## src/rtl/fetch_pkg.sv

```systemverilog
// Shared types and constants for the instruction fetch front end.
package fetch_pkg;

  localparam int INSN_W  = 32;
  localparam int PC_STEP = 4;

  typedef struct packed {
    logic [31:0] pc;
    logic [31:0] insn;
  } fetch_entry_t;

  typedef enum logic {
    F_RUN,
    F_FLUSH
  } fetch_state_t;

  function automatic logic [31:0] align_pc(input logic [31:0] pc);
    return pc & ~32'(PC_STEP - 1);
  endfunction

endpackage

```

## src/rtl/fetch_queue.sv

```systemverilog
// Small synchronous FIFO of fetched {pc, insn} entries with a combinational head view.
module fetch_queue
  import fetch_pkg::*;
#(
  parameter int DEPTH = 4,
  localparam int PTR_W = $clog2(DEPTH),
  localparam int CNT_W = $clog2(DEPTH + 1)
) (
  input  logic               clk,
  input  logic               rst_n,
  input  logic               i_clear,
  input  logic               i_push,
  input  fetch_entry_t       i_entry,
  input  logic               i_pop,
  output logic [CNT_W-1:0]   o_count,
  output fetch_entry_t       o_head
);

  localparam logic [CNT_W-1:0] FULL_CNT = CNT_W'(DEPTH);

  fetch_entry_t     r_mem [DEPTH];
  logic [PTR_W-1:0] r_wr_ptr;
  logic [PTR_W-1:0] r_rd_ptr;
  logic [CNT_W-1:0] r_count;
  logic             w_do_push;
  logic             w_do_pop;

  // A push into a full queue is only legal when the head leaves in the same cycle.
  assign w_do_pop  = i_pop && (r_count != '0);
  assign w_do_push = i_push && ((r_count != FULL_CNT) || w_do_pop);

  always_ff @(posedge clk) begin
    if (!rst_n || i_clear) begin
      r_wr_ptr <= '0;
      r_rd_ptr <= '0;
      r_count  <= '0;
    end else begin
      if (w_do_push) r_wr_ptr <= r_wr_ptr + 1'b1;
      if (w_do_pop)  r_rd_ptr <= r_rd_ptr + 1'b1;
      case ({w_do_push, w_do_pop})
        2'b10:   r_count <= r_count + 1'b1;
        2'b01:   r_count <= r_count - 1'b1;
        default: r_count <= r_count;
      endcase
    end
  end

  always_ff @(posedge clk) begin
    if (w_do_push) r_mem[r_wr_ptr] <= i_entry;
  end

  assign o_count = r_count;
  assign o_head  = r_mem[r_rd_ptr];

endmodule

```

## src/rtl/insn_fetch_unit.sv

```systemverilog
// Instruction fetch front end: sequential imem requests, in-order response buffering,
// decode handshake, and redirect with flushing of every wrong-path response.
module insn_fetch_unit
  import fetch_pkg::*;
#(
  parameter int          DEPTH           = 4,
  parameter int          MAX_OUTSTANDING = 2,
  parameter logic [31:0] RESET_PC        = 32'h0
) (
  input  logic              clk,
  input  logic              rst_n,
  output logic              imem_req_valid,
  input  logic              imem_req_ready,
  output logic [31:0]       imem_req_addr,
  input  logic              imem_rsp_valid,
  input  logic [INSN_W-1:0] imem_rsp_data,
  output logic              dec_valid,
  input  logic              dec_ready,
  output logic [INSN_W-1:0] dec_insn,
  output logic [31:0]       dec_pc,
  input  logic              redirect_valid,
  input  logic [31:0]       redirect_pc
);

  localparam int CNT_W = $clog2(DEPTH + 1);
  localparam int SUM_W = CNT_W + 1;
  localparam logic [CNT_W-1:0] MAX_OUT_C = CNT_W'(MAX_OUTSTANDING);
  localparam logic [SUM_W-1:0] DEPTH_C   = SUM_W'(DEPTH);

  fetch_state_t     r_state;
  logic [31:0]      r_fetch_pc;
  logic [31:0]      r_rsp_pc;
  logic [CNT_W-1:0] r_outstanding;
  logic [CNT_W-1:0] r_drop_cnt;

  fetch_state_t     w_state_next;
  logic [CNT_W-1:0] w_out_next;
  logic [CNT_W-1:0] w_drop_next;
  logic [CNT_W-1:0] w_count;
  fetch_entry_t     w_head;
  fetch_entry_t     w_push_entry;
  logic             w_req_valid;
  logic             w_req_fire;
  logic             w_rsp_push;
  logic             w_rsp_counted;
  logic             w_not_empty;
  logic             w_dec_valid;
  logic             w_room;

  // Space is reserved for every accepted request, so a returning word always fits.
  assign w_room        = ({1'b0, w_count} + {1'b0, r_outstanding}) < DEPTH_C;
  assign w_rsp_counted = imem_rsp_valid && (r_outstanding != '0);
  assign w_rsp_push    = rst_n && imem_rsp_valid && !redirect_valid && (r_drop_cnt == '0);
  assign w_not_empty   = rst_n && (w_count != '0);
  assign w_req_fire    = w_req_valid && imem_req_ready;

  always_comb begin
    w_state_next = r_state;
    w_req_valid  = 1'b0;
    w_dec_valid  = w_not_empty && !redirect_valid;
    case (r_state)
      F_RUN: begin
        w_req_valid = rst_n && !redirect_valid && (r_outstanding < MAX_OUT_C) && w_room;
        if (redirect_valid && (w_drop_next != '0)) w_state_next = F_FLUSH;
      end
      F_FLUSH: begin
        if (w_drop_next == '0) w_state_next = F_RUN;
      end
      default: w_state_next = F_RUN;
    endcase
  end

  always_comb begin
    w_out_next = r_outstanding;
    case ({w_req_fire, w_rsp_counted})
      2'b10:   w_out_next = r_outstanding + 1'b1;
      2'b01:   w_out_next = r_outstanding - 1'b1;
      default: w_out_next = r_outstanding;
    endcase
  end

  // On redirect every response still owed by memory belongs to the old path.
  always_comb begin
    w_drop_next = r_drop_cnt;
    if (redirect_valid) begin
      w_drop_next = w_rsp_counted ? (r_outstanding - 1'b1) : r_outstanding;
    end else if (imem_rsp_valid && (r_drop_cnt != '0)) begin
      w_drop_next = r_drop_cnt - 1'b1;
    end
  end

  always_ff @(posedge clk) begin
    if (!rst_n) begin
      r_state       <= F_RUN;
      r_fetch_pc    <= RESET_PC;
      r_rsp_pc      <= RESET_PC;
      r_outstanding <= '0;
      r_drop_cnt    <= '0;
    end else begin
      r_state       <= w_state_next;
      r_outstanding <= w_out_next;
      r_drop_cnt    <= w_drop_next;
      if (redirect_valid) begin
        r_fetch_pc <= align_pc(redirect_pc);
        r_rsp_pc   <= align_pc(redirect_pc);
      end else begin
        if (w_req_fire) r_fetch_pc <= r_fetch_pc + 32'(PC_STEP);
        if (w_rsp_push) r_rsp_pc   <= r_rsp_pc + 32'(PC_STEP);
      end
    end
  end

  assign w_push_entry = '{pc: r_rsp_pc, insn: imem_rsp_data};

  fetch_queue #(
    .DEPTH (DEPTH)
  ) u_queue (
    .clk     (clk),
    .rst_n   (rst_n),
    .i_clear (redirect_valid),
    .i_push  (w_rsp_push),
    .i_entry (w_push_entry),
    .i_pop   (w_dec_valid && dec_ready),
    .o_count (w_count),
    .o_head  (w_head)
  );

  assign imem_req_valid = w_req_valid;
  assign imem_req_addr  = r_fetch_pc;
  assign dec_valid      = w_dec_valid;
  assign dec_insn       = w_not_empty ? w_head.insn : '0;
  assign dec_pc         = w_not_empty ? w_head.pc : '0;

`ifndef SYNTHESIS
  a_rsp_has_req: assert property (@(posedge clk) disable iff (!rst_n)
    imem_rsp_valid |-> (r_outstanding != '0));
`endif

endmodule

```

## config.mk

```make
export PLATFORM = sky130hd
export DESIGN_NAME = insn_fetch_unit
export DESIGN_NICKNAME = d
export VERILOG_FILES = /design/src/rtl/fetch_pkg.sv /design/src/rtl/fetch_queue.sv /design/src/rtl/insn_fetch_unit.sv
export SDC_FILE = /design/constraint.sdc
export NUM_CORES = 1
export LEC_CHECK = 0
export ABC_CLOCK_PERIOD_IN_PS = 4700
export BUFFER_PORTS_ARGS = -buffer_cell sky130_fd_sc_hd__buf_4
export CORE_UTILIZATION = 32
export DETAILED_ROUTE_END_ITERATION = 10
export GPL_ROUTABILITY_DRIVEN = 1
export SLEW_MARGIN = 0
export SYNTH_ARGS = -nofsm -noshare
export SYNTH_HDL_FRONTEND = slang
export SYNTH_SLANG_ARGS = --single-unit
export TNS_END_PERCENT = 1
```

## constraint.sdc

```tcl
create_clock -name clk -period 4.7 [get_ports clk]
set_input_delay 0.705 -clock clk [delete_from_list [all_inputs] [get_ports clk]]
set_output_delay 0.705 -clock clk [all_outputs]
set_load 0.005 [all_outputs]
```

==> summary.txt <==
STA
  • Final Setup Violations: 0
  • Minimum period implied by the final worst setup slack: between 3000 and 4000 ps
  • Final slew viol count: 0
  • Share of the cycle needed by the critical path after routing: a little over two thirds
  • Fmax: between 300 and 400 MHz
  • Slew at the pin closest to its max-slew limit: just under 1000 ps
  • Fin. Hold Viols: 0
  • Setup repair after global routing missed its margin: false
  • Post-Route Hold Slack: 386 ps
  • Worst relative slew slack: between 30% and 40%
  • Total negative slack: 0 ps
  • Clock skew: between 15 and 20 ps

Power
  • Share of total power in sequential cells: about half
  • Maximum vdd ir drop: between 0.15 and 0.2 mV
  • Power per cell area: about 400 nW/µm²
  • Post-route total power: around 6.6 mW
  • Sw power: about 1.6 mW
  • Internal Power: roughly 5 mW
  • Clock group share of total power: between 30% and 40%
  • Leakage power: around 6 nW
  • Portion of total power attributed to combinational logic: 10.4%
  • Sw Ratio: about a quarter

Cells and area
  • Total area of multi-input combinational cells: 4380 µm²
  • Cell area after layout: approximately 17000 µm²
  • Sequential cell area: ~9000 µm²
  • Net count, final: about 1.2k
  • Fraction of layout cells with a size suffix above 1: 27.0%
  • Layout fillers: about 4k
  • Final Non-Filler Cells: ~1.7k
  • P&R area growth vs syn: 21.1%

Setup path
  • Path type of the worst setup path: reg -> out
  • Critical path startpoint category: flop
  • Startpoint of the worst register-to-register path: r_drop_cnt[0]
  • Signal arrival time at the worst endpoint: about 2600 ps
  • Worst Path Required: between 3000 and 4000 ps
  • Worst Setup End Kind: primary output
  • Maximum net fanout on the critical path: 35
  • Critical Path End: dec_insn[11]
  • Worst setup slack for register-to-register paths: 1660 ps
  • Worst r2r path cells: 7
  • Worst r2r dst: u_queue.r_mem[2][6]

Synth
  • Share of synthesized registers carrying an async set or reset: 0%
  • Gate count after technology mapping: ~940
  • FF+latch count, synth: ~320
  • Area share of the leading cell type in the synthesized netlist: 54.5%
  • Count of synthesis-stage warnings from yosys: 0
  • Dominant synthesized flop cell: edfxtp_1
  • Unique cell type count in the Yosys netlist: approximately 70
  • Synth top cells by count: edfxtp_1, dfxtp_1, and3_1
  • Sequential-to-total area share from yosys stat: roughly two thirds
  • Top area cells in the synthesized netlist: edfxtp_1, dfxtp_1, mux4_2, and3_1, a21oi_1
  • Cell taking the most area after synthesis: edfxtp_1
  • Post-Syn Area per Cell: approximately 15 µm²
  • Post-synth EDFFs: around 250
  • Cell with the most instances after synthesis: edfxtp_1
  • Post-synthesis instance area: 13700 µm²

Min path
  • Min-delay src: imem_rsp_data[25]
  • Min-Delay Path Class: in -> reg

Die
  • Vertical extent of the die: between 200 and 250 µm
  • Number of placement rows: 75
  • DIE AREA: roughly 44000 µm²
  • Starting density of the core: approximately a third
  • Die width: about 210 µm
  • Top Ports: approximately 170
  • Core area: ~42000 µm²

Drt
  • Count of TritonRoute iterations in the first routing pass: 5
  • Sum of routed wire length over all layers: ~32 mm
  • Average vias per placed instance: roughly 5.2
  • Initial drt markers: roughly 550
  • DRC violations left: 0
  • Vias: roughly 8.6k
  • Post-detailed-route wirelength per cell: 19.6 µm
  • Number of nets with antenna violations after routing: 0

Clock network
  • Clock edge transition at the registers on the reported setup and hold paths: roughly 60 ps
  • TritonCTS Buffers: 35
  • Later-pin clock latency in the skew report: about 520 ps
  • Post-CTS setup repair buffer count: 0
  • H-tree levels: 2
  • Clock tree root buffer cell: clkbuf_16
  • TritonCTS clock tree: done
  • Clock tree buffer depth: 3
  • Count of hold buffers inserted by post-cts repair: 0
  • Count of instances resized after the clock tree is built: 0
  • Clk sink count: ~320

Global route
  • Global-route wire length before repair: just over 50 mm
  • Combined global-route utilization of all metal layers: 14.8%
  • Maximum number of pins on one net before global-route repair: 90
  • Vias in the first global route: between 8k and 9k
  • Total congestion overflow after global routing: 0
  • Number of antenna violations at the first check in global routing: 0

Job
  • Number of max-cap violations: 0

Placed design
  • # port buffers: between 150 and 200
  • HPWL after DPL: between 15 and 20 mm
  • Placed Instances: 1594
  • Weighted congestion at the end of routability-driven global placement: ~0.83
  • Area post-placement: 15500 µm²

Run status
  • Outcome: finished clean
[sequential cells by signal, summed over array words and instances, names as in the netlist, named ones only]
register and count:
u_queue.o_count 3, u_queue.r_mem 248, u_queue.r_rd_ptr 2, r_outstanding 3
r_drop_cnt 3, r_rsp_pc 30, u_queue.r_wr_ptr 2, imem_req_addr 30
r_state 1
[cells in the final DEF (no fill, tap or decap), types with 22 or more instances in the layout]
master	instances
edfxtp_1	248
a31oi_1	22
a21oi_1	37
dfxtp_1	74
inv_1	22
o21ai_0	35
nor2_1	38
mux4_2	62
buf_4	171
and3_1	71
nand2_1	46
clkbuf_16	35
[cell families after synthesis]
kind of cell               after synthesis  share of synthesized area [%]
muxes                                   73                           11.1
DFF                                    324                           65.6
AOI/OAI and AO/OA                      148                           6.90
and+or+nand+nor                        262                           10.7
other                                    1                         0.0274
adders and majority gates               15                           1.43
buffers and inverters                   87                           2.53
xor gates and xnor gates                28                           1.79
[power by group through the flow]
| stage | Combinational, mW | Sequential [mW] | Clock, mW |
|---|---|---|---|
| after floorplan | 0.429 | 3.35 | 0 |
| after global placement | 0.682 | 3.37 | 0 |
| after CTS | 0.697 | 3.32 | 2.66 |
| final | 0.686 | 3.32 | 2.59 |
| after global routing | 0.765 | 3.34 | 2.76 |
| after detailed placement | 0.695 | 3.38 | 0 |
[routing by layer]
| layer | track usage (%) | vias to the layer above | part of all wire (%) |
|---|---|---|---|
| met4 | 4.01 | 0 | 1.9 |
| li1 | - | 3988 | - |
| met5 | 0 | - | 0 |
| met3 | 2.55 | 46 | 5.3 |
| met2 | 23.1 | 278 | 45 |
| met1 | 21.3 | 4240 | 48 |
[final cells by class]
class                           instances  share of cell area, %
Clock inverter                         12                  0.725
Multi-Input combinational cell        530                   26.4
Inverter                               25                  0.566
Timing Repair Buffer                  176                   8.35
Antenna cell                            1                 0.0151
Sequential cell                       324                   54.2
Clock buffer                           49                   5.66
Tap cell                              539                   4.07
[stage by stage]
stage,utilization [%],setup WS (ps)
2_1_floorplan,-,1220
3_3_place_gp,36.9,1250
3_5_place_dp,36.9,1240
4_1_cts,39.4,1320
5_1_grt,39.4,1240
6_report,39.4,1410
[critical path, cell delays in order (launching register included)]
cell and delay (ps):
dfxtp_4 760, buf_12 380, mux4_2 540, and3_1 220
buf_4 140
[worst min path at each step]
stage | end | slack, ps | depth (start not counted)
floorplan | u_queue.o_count[2] | 460 | 1
global placement | u_queue.o_count[2] | 500 | 1
detailed placement | u_queue.o_count[2] | 500 | 1
CTS | u_queue.r_mem[0][28] | 350 | 1
global route | u_queue.r_mem[0][28] | 370 | 1
finish | u_queue.r_mem[1][25] | 390 | 1
(Power assumes the default switching activity.)
